$ cat src/rtl/ring_pkg.sv
// ring_pkg
// Shared types, defaults and helpers for the round-robin ring arbiter.
//   ring_state_e     : arbiter FSM states (IDLE, GRANT)
//   RING_N_DEFAULT   : default number of requesters
//   RING_HOLD_DEFAULT: default maximum consecutive cycles one grant is held
//   MAX_N            : widest one-hot vector the helper functions accept
//   onehot_to_index  : position of the set bit in a one-hot vector (0 when empty)
//   index_to_onehot  : one-hot vector with only bit idx set
package ring_pkg;

    localparam int RING_N_DEFAULT    = 4;
    localparam int RING_HOLD_DEFAULT = 8;
    localparam int MAX_N             = 32;

    typedef enum logic {
        IDLE  = 1'b0,
        GRANT = 1'b1
    } ring_state_e;

    // Callers zero-extend narrower vectors to MAX_N. A vector with no bit set
    // maps to index 0, which is exactly the idle encoding of gnt_id.
    function automatic int unsigned onehot_to_index(input logic [MAX_N-1:0] v);
        int unsigned idx;
        idx = 0;
        for (int i = 0; i < MAX_N; i++) begin
            if (v[i]) begin
                idx = i;
            end
        end
        return idx;
    endfunction

    function automatic logic [MAX_N-1:0] index_to_onehot(input int unsigned idx);
        logic [MAX_N-1:0] v;
        v = '0;
        v[idx[4:0]] = 1'b1;
        return v;
    endfunction

endpackage

$ cat src/rtl/ring_rr_pick.sv
// ring_rr_pick
// Combinational round-robin selector: starting at the one-hot position ptr
// and moving upward with wrap from N-1 to 0, picks the first set req bit.
// Ports:
//   req        in  N  level requests
//   ptr        in  N  one-hot search start position
//   pick       out N  one-hot selected requester, zero when nothing requests
//   pick_valid out 1  a requester was selected
module ring_rr_pick #(
    parameter int N = 4
) (
    input  logic [N-1:0] req,
    input  logic [N-1:0] ptr,
    output logic [N-1:0] pick,
    output logic         pick_valid
);

    logic [N-1:0] masked;

    // ptr-1 sets every bit below the pointer, so masked holds the requests at
    // or above the pointer. The lowest of those wins; if there are none the
    // search has wrapped and the lowest request overall wins. x & (~x + 1)
    // isolates the lowest set bit.
    always_comb begin
        masked = req & ~(ptr - N'(1));
        if (|masked) begin
            pick = masked & (~masked + N'(1));
        end else begin
            pick = req & (~req + N'(1));
        end
        pick_valid = |req;
    end

endmodule

$ cat src/rtl/ring_rr_arbiter.sv
// ring_rr_arbiter
// Round-robin arbiter sharing one resource between N requesters. Grants are
// one-hot and registered, and a grant is held while its owner keeps
// requesting, for at most HOLD_MAX cycles, before priority rotates.
// Ports:
//   clk       in  1        clock, all state updates on the rising edge
//   rst_n     in  1        synchronous active-low reset
//   en        in  1        1 allows new grants; 0 lets the current grant run out
//   req       in  N        level requests, bit i = requester i
//   gnt       out N        one-hot registered grant, zero when idle
//   gnt_id    out clog2(N) index of the granted requester, 0 when idle
//   gnt_valid out 1        any grant active
//   ptr       out N        one-hot priority pointer for the next arbitration
module ring_rr_arbiter
    import ring_pkg::*;
#(
    parameter  int N        = RING_N_DEFAULT,
    parameter  int HOLD_MAX = RING_HOLD_DEFAULT,
    localparam int IW       = (N > 1) ? $clog2(N) : 1,
    localparam int CW       = $clog2(HOLD_MAX + 1)
) (
    input  logic          clk,
    input  logic          rst_n,
    input  logic          en,
    input  logic [N-1:0]  req,
    output logic [N-1:0]  gnt,
    output logic [IW-1:0] gnt_id,
    output logic          gnt_valid,
    output logic [N-1:0]  ptr
);

    ring_state_e   state_q, state_d;
    logic [N-1:0]  gnt_d;
    logic [IW-1:0] gnt_id_d;
    logic [CW-1:0] hold_cnt_q, hold_cnt_d;
    logic [N-1:0]  ptr_d;

    logic [N-1:0]  rot_ptr;
    logic [N-1:0]  pick_idle, pick_next;
    logic          pick_idle_valid, pick_next_valid;
    logic          owner_held;

    // The position just after the current owner is the new priority start
    // whenever a grant ends, so it is simply the grant vector rotated by one.
    assign rot_ptr    = {gnt[N-2:0], gnt[N-1]};
    assign owner_held = |(req & gnt);
    assign gnt_valid  = |gnt;

    // Arbitration from the stored pointer, used when starting from IDLE.
    ring_rr_pick #(.N(N)) u_pick_idle (
        .req        (req),
        .ptr        (ptr),
        .pick       (pick_idle),
        .pick_valid (pick_idle_valid)
    );

    // Arbitration from the slot after the owner, used for a direct hand-over.
    // When the owner is the only requester the search wraps back to it.
    ring_rr_pick #(.N(N)) u_pick_next (
        .req        (req),
        .ptr        (rot_ptr),
        .pick       (pick_next),
        .pick_valid (pick_next_valid)
    );

    // State register. Reset has priority over everything, so a grant that is
    // active when reset is sampled is dropped at that same edge.
    always_ff @(posedge clk) begin
        if (!rst_n) begin
            state_q    <= IDLE;
            gnt        <= '0;
            gnt_id     <= '0;
            hold_cnt_q <= '0;
            ptr        <= N'(index_to_onehot(0));
        end else begin
            state_q    <= state_d;
            gnt        <= gnt_d;
            gnt_id     <= gnt_id_d;
            hold_cnt_q <= hold_cnt_d;
            ptr        <= ptr_d;
        end
    end

    // Next-state logic. The owner keeps the grant while it requests and the
    // hold budget is not spent; the count only increments below HOLD_MAX, so
    // it saturates rather than wrapping. A release or timeout always moves the
    // pointer past the owner, even when en is low, and hands the grant
    // straight to the next requester when allowed, so there is no idle gap.
    always_comb begin
        state_d    = state_q;
        gnt_d      = gnt;
        gnt_id_d   = gnt_id;
        hold_cnt_d = hold_cnt_q;
        ptr_d      = ptr;
        unique case (state_q)
            IDLE: begin
                if (en && pick_idle_valid) begin
                    gnt_d      = pick_idle;
                    gnt_id_d   = IW'(onehot_to_index(MAX_N'(pick_idle)));
                    hold_cnt_d = CW'(1);
                    state_d    = GRANT;
                end else begin
                    gnt_d      = '0;
                    gnt_id_d   = '0;
                    hold_cnt_d = '0;
                end
            end
            GRANT: begin
                if (owner_held && (hold_cnt_q < CW'(HOLD_MAX))) begin
                    hold_cnt_d = hold_cnt_q + CW'(1);
                end else begin
                    ptr_d = rot_ptr;
                    if (en && pick_next_valid) begin
                        gnt_d      = pick_next;
                        gnt_id_d   = IW'(onehot_to_index(MAX_N'(pick_next)));
                        hold_cnt_d = CW'(1);
                    end else begin
                        gnt_d      = '0;
                        gnt_id_d   = '0;
                        hold_cnt_d = '0;
                        state_d    = IDLE;
                    end
                end
            end
            default: begin
                state_d = IDLE;
            end
        endcase
    end

endmodule

$ cat config.mk
export PLATFORM = sky130hd
export DESIGN_NAME = ring_rr_arbiter
export DESIGN_NICKNAME = d
export VERILOG_FILES = /design/src/rtl/ring_pkg.sv /design/src/rtl/ring_rr_pick.sv /design/src/rtl/ring_rr_arbiter.sv
export SDC_FILE = /design/constraint.sdc
export NUM_CORES = 1
export LEC_CHECK = 0
export BUFFER_PORTS_ARGS = -buffer_cell sky130_fd_sc_hd__buf_2
export CORE_MARGIN = 2
export CORE_UTILIZATION = 55
export DETAILED_ROUTE_END_ITERATION = 16
export GPL_ROUTABILITY_DRIVEN = 0
export PLACE_DENSITY = 0.88
export SYNTH_ARGS = -nofsm -noshare
export SYNTH_HDL_FRONTEND = slang
export SYNTH_SLANG_ARGS = --single-unit
$ cat constraint.sdc
create_clock -name clk -period 2.35 [get_ports clk]
set_input_delay 0.235 -clock clk [delete_from_list [all_inputs] [get_ports clk]]
set_output_delay 0.235 -clock clk [all_outputs]
set_load 0.05 [all_outputs]
==> results by group, run 1 <==
Worst hold path
  • Hold depth: 2
  • Worst hold-check path type: input port to flop

Detailed routing
  • DRT iter0 DRCs: 17
  • WL met2: 979 um
  • Highest Signal Layer: met4
  • Routed met3 length: 146 um
  • Routed wire length per instance: 15.4 um
  • Via count: 845
  • Final WL: 2060 um
  • Drt first pass iters: 4
  • # DRC: 0
  • Vias per std cell: 6.31
  • Wl on met1: 902 um
  • Post-DRT Antenna Nets: 0

GRT
  • Vias in the first global route: 812
  • First-pass GRT wire length: 3540 um
  • Total Routing Usage GR: 25.0%
  • Antenna violations before repair: 0
  • Largest net degree at the start of global routing: 16
  • GRT Residual Overflow: 0

Worst setup path
  • CP max FO: 7
  • WP data required: 2.53 ns
  • Crit-path cells: inv_1 -> ha_1 -> xnor2_1 -> nand2_1 -> a311oi_1 -> o32ai_1 -> and2_1
  • CP Class: flop to flop
  • Levels on crit path: 7
  • CP top delay family: flip-flops
  • Worst EP arrival: 2.00 ns
  • Worst reg2reg path depth: 7
  • Critical-path top delay cell: dfxtp_1
  • Crit path from: gnt[3]
  • Critical path launch point type: flop
  • Critical path's largest stage delay: 0.47 ns
  • CP endpoint: gnt[0]
  • Crit end category: flop
  • Crit path buf inv count: 1
  • R2R Path Start: gnt[3]
  • Reg-to-reg endpoint: gnt[0]
  • Worst R2R Setup Slack: 0.53 ns

Synthesis
  • Synth Register Bits: 15
  • Register area share after synthesis: 35.0%
  • Cells after synthesis: 100
  • Synth cell types: 37
  • Synth warn: 0
  • Post-Syn Area: 858 um2
  • Syn_area_per_cell: 8.58 um2
  • Mapped Nets: 110

Power and ir drop
  • Leak pwr: 0.418 nW
  • Peak supply drop: 444 uV
  • PD cells: 593 nW/um2
  • Power Total: 0.000583 W

STA
  • Worst Max-Slew Pin Slew: 0.450 ns
  • Unrepaired setup endpoints after global routing: false
  • Peak Freq: 549 MHz
  • Max Slew Vio Count: 0
  • Final setup fails: 0
  • Relative slew slack: 69.6%
  • Fin crit share: 77.5%
  • Final Hold Viols: 0
  • Total negative slack: 0 ns
  • Final Critical Period: 1.82 ns
  • Final hold slack: 0.258 ns
  • Skew final: 0.00856 ns

Placed design
  • DP Cell Count: 130
  • Post-DP HPWL: 1510 um
  • Port Buffer Count: 17
  • Area post-placement: 956 um2

Finish
  • Final instance area: 983 um2
  • Share of layout cells above drive strength 1: 21.2%
  • Area growth from synthesis to layout: 14.6%
  • Final nets: 129
  • Most frequent cells in the layout: buf_2 (17), dfxtp_1 (15), a21oi_1 (9)
  • Commonest non-fill, non-tap cell in the layout: buf_2
  • Finished Layout Cells: 134
  • N_diodes: 0

Clock tree
  • Worst skew pair latency: 0.29 ns
  • H-tree levels: 1
  • CTS tree: done
  • Post-CTS Setup Inserts: 0
  • CTS resizes: 0
  • Worst-path clk slew: 0.09 ns
  • Clock Path Buffers: 2
  • CTS Sinks: 15
  • CTS Hold Bufs: 0
  • CTS Buf Count: 3
  • Root buffer cell: clkbuf_4

Run status
  • Status: finished clean

Run
  • Max-cap violations: 0

Floorplanning
  • Initial Util: 57.6%
  • Chip height: 43.5 um
  • Die area: 1890 um2
  • Rows: 14
  • Die X: 43.5 um
  • Core Area: 1490 um2
  • Boundary Pins: 18
-- cell type report --
type | count | area (um2)
clock buffer | 3 | 22.5
tap | 16 | 20.0
timing repair buffer | 18 | 92.6
inverter | 7 | 26.3
sequential | 15 | 300
clock inverter | 1 | 5.00
multi-input combinational | 74 | 517
fill | 133 | 505
-- layer usage --
layer | up-vias | GRT usage, %
met5 | - | 0
met4 | 0 | 9.09
met3 | 6 | 7.08
met2 | 38 | 41.2
met1 | 385 | 31.1
li1 | 416 | -
-- metrics by stage --
| step | setup WS (ns) | utilization, % |
|---|---|---|
| floorplan | 0.222 | - |
| global placement | 0.655 | 64.2 |
| detailed placement | 0.615 | 64.2 |
| CTS | 0.593 | 66.1 |
| global route | 0.428 | 66.1 |
| finish | 0.528 | 66.1 |
-- cell usage after synthesis, drive strengths merged --
| library cell | number | area, um2 |
|---|---|---|
| a211o | 2 | 18.8 |
| a21boi | 2 | 15.0 |
| a21oi | 9 | 45.0 |
| a22oi | 2 | 15.0 |
| a311oi | 2 | 17.5 |
| a31oi | 2 | 12.5 |
| a41oi | 1 | 8.76 |
| and2 | 5 | 31.3 |
| and4 | 2 | 17.5 |
| clkbuf | 4 | 15.0 |
| dfxtp | 15 | 300 |
| ha | 3 | 37.5 |
| inv | 7 | 26.3 |
| mux2i | 2 | 20.0 |
| nand2 | 6 | 22.5 |
| nand2b | 1 | 6.26 |
| nand3 | 4 | 25.0 |
| nand3b | 2 | 15.0 |
| nand4b | 1 | 8.76 |
| nor2 | 2 | 7.51 |
| nor2b | 3 | 18.8 |
| nor3 | 1 | 5.00 |
| nor3b | 1 | 7.51 |
| o2111ai | 1 | 8.76 |
| o211ai | 1 | 7.51 |
| o21ai | 6 | 30.0 |
| o22a | 1 | 8.76 |
| o311a | 1 | 10.0 |
| o31ai | 2 | 15.0 |
| o32a | 1 | 10.0 |
| o32ai | 1 | 8.76 |
| o41ai | 1 | 8.76 |
| or4 | 2 | 18.8 |
| xnor2 | 4 | 35.0 |
-- kinds of logic after synthesis --
kind of cell               Yosys count  synth area share (%)
and+or+nand+nor                     30                  21.4
DFF                                 15                  35.0
AOI/OAI and AO/OA                   35                  28.0
adders and majority gates            3                  4.37
xor gates and xnor gates             4                  4.08
muxes                                2                  2.33
buffers and inverters               11                  4.81
-- worst min-delay path by stage --
stage / start / end / slack, ns
global placement: gnt_id[1] / gnt_id[1] / 0.53
detailed placement: gnt_id[1] / gnt_id[1] / 0.52
CTS: rst_n / ptr[0] / 0.25
global route: rst_n / ptr[0] / 0.27
finish: rst_n / ptr[0] / 0.26
floorplan: rst_n / ptr[1] / 0.36
-- state kept, by name (all words and copies together), names as in the netlist --
register,cells
hold_cnt_q,4
gnt_id,2
gnt,4
state_q,1
ptr,4
-- report_power, final --
group	internal, W	switching [W]	total (W)	leakage, nW
Sequential	0.000266	0.0000168	0.000282	0.122
Clock	0.0000633	0.0000821	0.000145	0.0177
Combinational	0.0000529	0.000103	0.000156	0.278
-- worst reg2reg max path: cells and delay by family (launching register included) --
kind | cells | cell delay (ns)
AO/OA/AOI/OAI | 2 | 0.45
adder cells (fa/ha/maj) | 1 | 0.23
buffers and inverters | 1 | 0.13
AND/OR/NAND/NOR | 2 | 0.28
XOR/XNOR | 1 | 0.16
flip-flops | 1 | 0.47
(Power assumes the default switching activity.)
==> inputs of run 2 (changes only) <==
Settings changed: ABC_AREA set to 1, CORE_UTILIZATION 55 to 53, PLACE_DENSITY 0.88 to 0.85.
Clock period 2.35 ns to 1.75 ns, I/O delays scaled along.
==> run 2 against run 1 <==
Sequential power increased by 35%. Clock power increased by 37%. Critical path depth increased by 6. Die area increased by 9.6%. Worst setup slack got worse by 0.41 ns. Synthesized cell count increased by 46%. Register-to-register slack got worse by 0.41 ns. Global-route usage decreased by 1.4 points. Largest power group unchanged. Highest routed layer unchanged.
==> results by group, run 2 <==
Run status
  • Status: finished clean

STA
  • Fin worst setup slack: 0.119 ns (-0.409 ns)
  • Skew final: 0.000936 ns (-0.00762 ns)
  • Max Slew Vio Count: 0 (unchanged)
  • Final setup fails: 0 (unchanged)
  • Final Critical Period: 1.63 ns (-0.191 ns)
  • Unrepaired setup endpoints after global routing: false
  • Peak Freq: 613 MHz (+12%)
  • Total negative slack: 0 ns (unchanged)
  • Final Hold Viols: 0 (unchanged)
  • Fin crit share: 93.2% (+16 points)
  • Worst Max-Slew Pin Slew: 0.247 ns (-0.203 ns)
  • Relative slew slack: 83.4% (+14 points)

Worst setup path
  • Worst reg2reg path depth: 13 (+6)
  • Crit end category: flop
  • CP max FO: 4 (-3)
  • WP data required: 1.97 ns (-0.56 ns)
  • Worst R2R Setup Slack: 0.12 ns (-0.41 ns)
  • R2R Path Start: ptr[0]
  • CP Class: flop to flop
  • Reg-to-reg endpoint: gnt[1]
  • Crit path from: ptr[0]
  • Worst EP arrival: 1.85 ns (-0.15 ns)
  • CP endpoint: gnt[1]
  • Critical path launch point type: flop

Detailed routing
  • Final WL: 2140 um (+3.9%)
  • Post-DRT Antenna Nets: 0 (unchanged)
  • Routed wire length per instance: 11.6 um (-25%)
  • Via count: 992 (+17%)
  • DRT iter0 DRCs: 34 (+17)
  • Vias per std cell: 5.36 (-15%)
  • Drt first pass iters: 4 (unchanged)
  • # DRC: 0 (unchanged)

Clock tree
  • H-tree levels: 1 (unchanged)
  • Clock Path Buffers: 2 (unchanged)
  • CTS Buf Count: 3 (unchanged)
  • CTS Sinks: 15 (unchanged)
  • Root buffer cell: clkbuf_4
  • CTS tree: done
  • Worst skew pair latency: 0.28 ns (about the same)
  • Worst-path clk slew: 0.09 ns (about the same)
  • CTS Hold Bufs: 0 (unchanged)

Power and ir drop
  • Peak supply drop: 578 uV (+30%)
  • Sequential group share of total power: 45.3% (-3.1 points)
  • Clock network power share: 23.6% (-1.3 points)
  • Int Pwr: 0.000521 W (+36%)
  • Logic pwr share: 31.1% (+4.4 points)
  • PD cells: 788 nW/um2 (+33%)
  • Leak pwr: 0.580 nW (+39%)
  • Net switching power: 0.000318 W (+57%)
  • Switching power share of the total: 37.9% (+3.3 points)

Worst hold path
  • Worst hold-check path type: input port to flop

GRT
  • Total Routing Usage GR: 23.6% (-1.4 points)
  • Vias in the first global route: 855 (+5.3%)
  • Largest net degree at the start of global routing: 10 (-6)
  • GRT Residual Overflow: 0 (unchanged)
  • First-pass GRT wire length: 3480 um (-1.8%)
  • Antenna violations before repair: 0 (unchanged)

Floorplanning
  • Initial Util: 54.8% (-2.9 points)
  • Core Area: 1670 um2 (+12%)
  • Die X: 45.5 um (+4.7%)
  • Chip height: 45.5 um (+4.7%)
  • Boundary Pins: 18 (unchanged)
  • Die area: 2070 um2 (+9.6%)
  • Rows: 15 (+1)

Synthesis
  • List of most frequent post-synthesis cells: nand2_1 (48), inv_1 (20), nand3_1 (19)
  • Syn_area_per_cell: 6.26 um2 (-27%)
  • Cells after synthesis: 146 (+46%)
  • Synth cell types: 18 (-51%)
  • Count leader, synth: nand2_1
  • Synth Register Bits: 15 (unchanged)
  • Mapped Nets: 156 (+42%)
  • Top FF cell, synth: dfxtp_1
  • Top-area cell type share of the netlist area: 32.8% (-2.2 points)
  • Number of synthesized flops with an enable pin: 0 (unchanged)
  • Post-Syn Area: 915 um2 (+6.6%)
  • Synth area leader: dfxtp_1
  • Register area share after synthesis: 32.8% (-2.2 points)
  • Synth warn: 0 (unchanged)
  • Asr flop ratio synth: 0% (unchanged)
  • Synth top area cells: dfxtp_1 (33%), nand2_1 (20%), nand3_1 (10%)

Run
  • Max-cap violations: 0 (unchanged)

Finish
  • Final instance area: 1060 um2 (+8.1%)
  • Most frequent cells in the layout: nand2_1 (48), inv_1 (20), nand3_1 (19)
  • Share of layout cells above drive strength 1: 21.4% (+0.24 points)
  • Area growth from synthesis to layout: 16.3%
  • Commonest non-fill, non-tap cell in the layout: nand2_1
  • N_diodes: 0 (unchanged)
  • Final nets: 179 (+39%)
  • Largest regs: gnt (4), hold_cnt_q (4), ptr (4)

Placed design
  • Port Buffer Count: 17 (unchanged)
  • DP Worst Slack: 0.122 ns (-0.493 ns)
  • Area post-placement: 1020 um2 (+6.7%)
  • Post-DP HPWL: 1740 um (+15%)
run 2: cell types whose count changed after synthesis, moves of 3 or more:
cell and delta:
nand2_2 +3, nand3_1 +16, nor2b_1 -3, xnor2_1 -3, clkbuf_1 -4, and2_1 -5
nor2_1 +8, inv_2 +3, inv_1 +13, nand2_1 +42
run 2: stage by stage:
| step | instances | total power, W | util (%) | hold slack, ns |
|---|---|---|---|---|
| 6_report | 185 | 0.000838 | 63.7 | 0.173 |
| 5_1_grt | 185 | 0.000889 | 63.7 | 0.161 |
| 4_1_cts | 183 | 0.000841 | 62.7 | 0.159 |
| 3_5_place_dp | 179 | 0.000640 | 61.0 | 0.466 |
| 3_3_place_gp | 179 | 0.000633 | 61.0 | 0.460 |
| 2_1_floorplan | 146 | 0.000578 | - | 0.274 |
run 2: cell families (layout without fill, tap and decap cells):
logic type | count (synthesis) | count (layout) | share of synthesized area, %
flip-flops | 15 | 15 | 32.8
XOR/XNOR | 2 | 2 | 1.92
buffers and inverters | 24 | 46 | 10.3
AO/OA/AOI/OAI | 18 | 18 | 10.7
adder cells (fa/ha/maj) | 3 | 3 | 4.10
AND/OR/NAND/NOR | 84 | 84 | 40.2
run 2: area by class of cell:
class / count / area [um2]
clock buffers: 3 / 22.5
clock inverters: 1 / 5.00
fillers: 178 / 607
inverters: 23 / 86.3
multi-input cells: 107 / 520
flip-flops and latches: 15 / 308
well taps: 17 / 21.3
repair buffers: 19 / 100
run 2: timing repair:
| action | CTS | global route |
|---|---|---|
| buffers inserted | 0 | 2 |
| endpoints found under the setup margin | 0 | 3 |
| resized for setup | 0 | 1 |
| hold endpoints to repair | 0 | 0 |
run 2: worst max-delay path: stages (launching register included):
cell	delay [ns]
dfxtp_2	0.35
inv_1	0.09
ha_1	0.30
nand2_1	0.07
nand2_1	0.05
inv_1	0.07
nand2_1	0.08
inv_2	0.07
nand2_1	0.06
nand2_1	0.07
nand3_1	0.10
nand2_1	0.07
nand2_1	0.06
a21oi_1	0.12
run 2: worst min-delay path by stage:
stage	from	to	slack, ns	cells past startpoint
floorplan	rst_n	ptr[0]	0.27	1
global placement	en	state_q	0.46	3
finish	rst_n	ptr[0]	0.17	2
global route	rst_n	ptr[0]	0.16	2
detailed placement	rst_n	ptr[0]	0.47	2
CTS	rst_n	ptr[0]	0.16	2
run 2: per-layer routing:
metal	global-route usage [%]	up-vias	wire, um
li1	-	510	-
met4	7.06	0	8
met1	26.0	447	919
met3	6.35	2	127
met2	43.4	33	1080
met5	0	-	0
run 2: power groups by stage:
stage | Clock, W | Sequential (W) | Combinational, W
4_1_cts | 0.000208 | 0.000380 | 0.000253
3_3_place_gp | 0 | 0.000387 | 0.000246
3_5_place_dp | 0 | 0.000388 | 0.000252
2_1_floorplan | 0 | 0.000441 | 0.000137
5_1_grt | 0.000222 | 0.000383 | 0.000285
6_report | 0.000198 | 0.000380 | 0.000260
==> inputs of run 3 (changes only) <==
Settings changed: PLACE_DENSITY 0.85 to 0.77.
==> run 3 against run 2 <==
Worst setup slack improved by 0.065 ns. Count of clock-buffer cells in the layout unchanged. Critical endpoint unchanged. Cell count decreased by 0.54%. Largest cell class unchanged. Clock skew increased by 0.0033 ns. Via count decreased by 1.6%. Register-to-register slack improved by 0.07 ns.
==> results by group, run 3 (same netlist as run 2, synthesis figures left out) <==
GRT
  • GRT Residual Overflow: 0 (unchanged)
  • Antenna violations before repair: 0 (unchanged)
  • First-pass GRT wire length: 3480 um (+0.20%)
  • Total Routing Usage GR: 23.3% (-0.34 points)
  • Vias in the first global route: 866 (+1.3%)
  • Largest net degree at the start of global routing: 10 (unchanged)

STA
  • Peak Freq: 639 MHz (+4.2%)
  • Fin crit share: 89.4% (-3.7 points)
  • Total negative slack: 0 ns (unchanged)
  • Final Critical Period: 1.57 ns (-0.0654 ns)
  • Skew final: 0.00427 ns (+0.00333 ns)
  • Max Slew Vio Count: 0 (unchanged)
  • Worst Max-Slew Pin Slew: 0.233 ns (-0.0140 ns)
  • Final Hold Viols: 0 (unchanged)
  • Relative slew slack: 84.3% (+0.94 points)
  • Unrepaired setup endpoints after global routing: false
  • Final setup fails: 0 (unchanged)
  • Final hold slack: 0.176 ns (+0.00255 ns)

Clock tree
  • Clock Path Buffers: 2 (unchanged)
  • CTS Buf Count: 3 (unchanged)
  • Worst skew pair latency: 0.28 ns (about the same)
  • CTS tree: done
  • H-tree levels: 1 (unchanged)
  • Root buffer cell: clkbuf_4
  • CTS Sinks: 15 (unchanged)
  • Worst-path clk slew: 0.09 ns (about the same)

Detailed routing
  • Routed wire length per instance: 12.0 um (+3.8%)
  • Drt first pass iters: 4 (unchanged)
  • Routed met3 length: 76 um (-40%)
  • WL met2: 1140 um (+5.6%)
  • DRT iter0 DRCs: 23 (-32%)
  • Wl on met1: 987 um (+7.4%)
  • # DRC: 0 (unchanged)
  • Vias per std cell: 5.30 (-1.1%)
  • Final WL: 2210 um (+3.2%)
  • Highest Signal Layer: met3
  • Via count: 976 (-1.6%)
  • Post-DRT Antenna Nets: 0 (unchanged)

Power and ir drop
  • PD cells: 771 nW/um2 (-2.2%)
  • Peak supply drop: 641 uV (+11%)
  • Power Total: 0.000840 W (+0.24%)
  • Leak pwr: 0.578 nW (-0.28%)

Worst setup path
  • CP max FO: 5 (+1)
  • Worst EP arrival: 1.78 ns (-0.07 ns)
  • Crit-path cells: inv_1 -> ha_4 -> nand2_1 -> nand2_1 -> inv_1 -> nand2_1 -> inv_1 -> nand2_1 -> nand2_1 -> nand3_1 -> nand2_1 -> nand2_1 -> a21oi_2
  • Crit end category: flop
  • Critical path launch point type: flop
  • Critical path's largest stage delay: 0.37 ns (+0.02 ns)
  • CP dominant cell by count: nand2_1
  • WP data required: 1.96 ns (about the same)
  • CP Class: flop to flop
  • Critical-path top delay cell: dfxtp_4

Placed design
  • DP Cell Count: 179 (unchanged)
  • Post-DP HPWL: 1730 um (-0.47%)
  • Port Buffer Count: 17 (unchanged)

Worst hold path
  • Worst hold-check path type: input port to flop

Run
  • Max-cap violations: 0 (unchanged)

Floorplanning
  • Core Area: 1670 um2 (unchanged)
  • Die area: 2070 um2 (unchanged)
  • Initial Util: 54.8% (unchanged)
  • Chip height: 45.5 um (unchanged)
  • Boundary Pins: 18 (unchanged)
  • Die X: 45.5 um (unchanged)
  • Rows: 15 (unchanged)

Finish
  • Share of layout cells above drive strength 1: 22.8% (+1.3 points)
  • Final Util: 65.2% (+1.6 points)
  • Most frequent cells in the layout: nand2_1 (48), inv_1 (20), nand3_1 (19)
  • Area growth from synthesis to layout: 19.2%
  • # fillers: 165 (-7.3%)
  • Finished Layout Cells: 184 (-0.54%)
  • Commonest non-fill, non-tap cell in the layout: nand2_1
  • N_diodes: 0 (unchanged)
  • Largest regs: gnt (4), hold_cnt_q (4), ptr (4)
  • Final nets: 178 (-0.56%)

Run status
  • Status: finished clean
-- run 3: cell types whose count changed in the layout (fill, tap and decap cells not counted), sizes merged --
cell and change:
buf -1
-- run 3: layout make-up --
type	instances	area [um2]	area share, %
multi-input cells	107	553	50.7
flip-flops and latches	15	309	28.4
repair buffers	18	92.6	8.50
inverters	23	86.3	7.92
clock buffers	3	22.5	2.07
well taps	17	21.3	1.95
clock inverters	1	5.00	0.459
-- run 3: path summary, 6_finish.rpt --
path              startpoint     end  slack [ns]  cells after the start
setup / recovery      gnt[0]  gnt[1]        0.18                     13
hold / removal         rst_n  ptr[0]        0.18                      2
setup reg to reg      gnt[0]  gnt[1]        0.18                     13
hold reg to reg       ptr[3]  ptr[3]        0.50                      2
-- run 3: what timing repair did --
item	CTS	global route
setup buffers	0	1
hold buffers	0	0
setup endpoints to repair	0	4
gates resized for setup	0	5
-- run 3: metal layers --
layer | vias up | track usage [%]
met4 | 0 | 8.24
met1 | 444 | 25.9
li1 | 508 | -
met5 | - | 0
met2 | 24 | 42.5
met3 | 0 | 5.16
-- run 3: stage by stage --
step,cell area (um2),setup slack (ns)
final,1090,0.185
after global routing,1090,0.00840
after CTS,1050,0.134
after detailed placement,1020,0.169
after global placement,1020,0.209
after floorplan,921,0.00530
-- run 3: worst max-delay path, delay by kind of cell, from the launching register on --
kind / cells / cell delay, ns
AOI/OAI and AO/OA: 1 / 0.13
buffers and inverters: 3 / 0.25
adders and majority gates: 1 / 0.22
and+or+nand+nor: 8 / 0.51
DFF: 1 / 0.37
-- run 3: where the power goes --
group / internal (W) / switching, W / leakage [nW] / total [W]
logic: 0.0000754 / 0.000190 / 0.436 / 0.000265
registers: 0.000361 / 0.0000177 / 0.124 / 0.000379
clock network: 0.0000848 / 0.000111 / 0.0177 / 0.000196
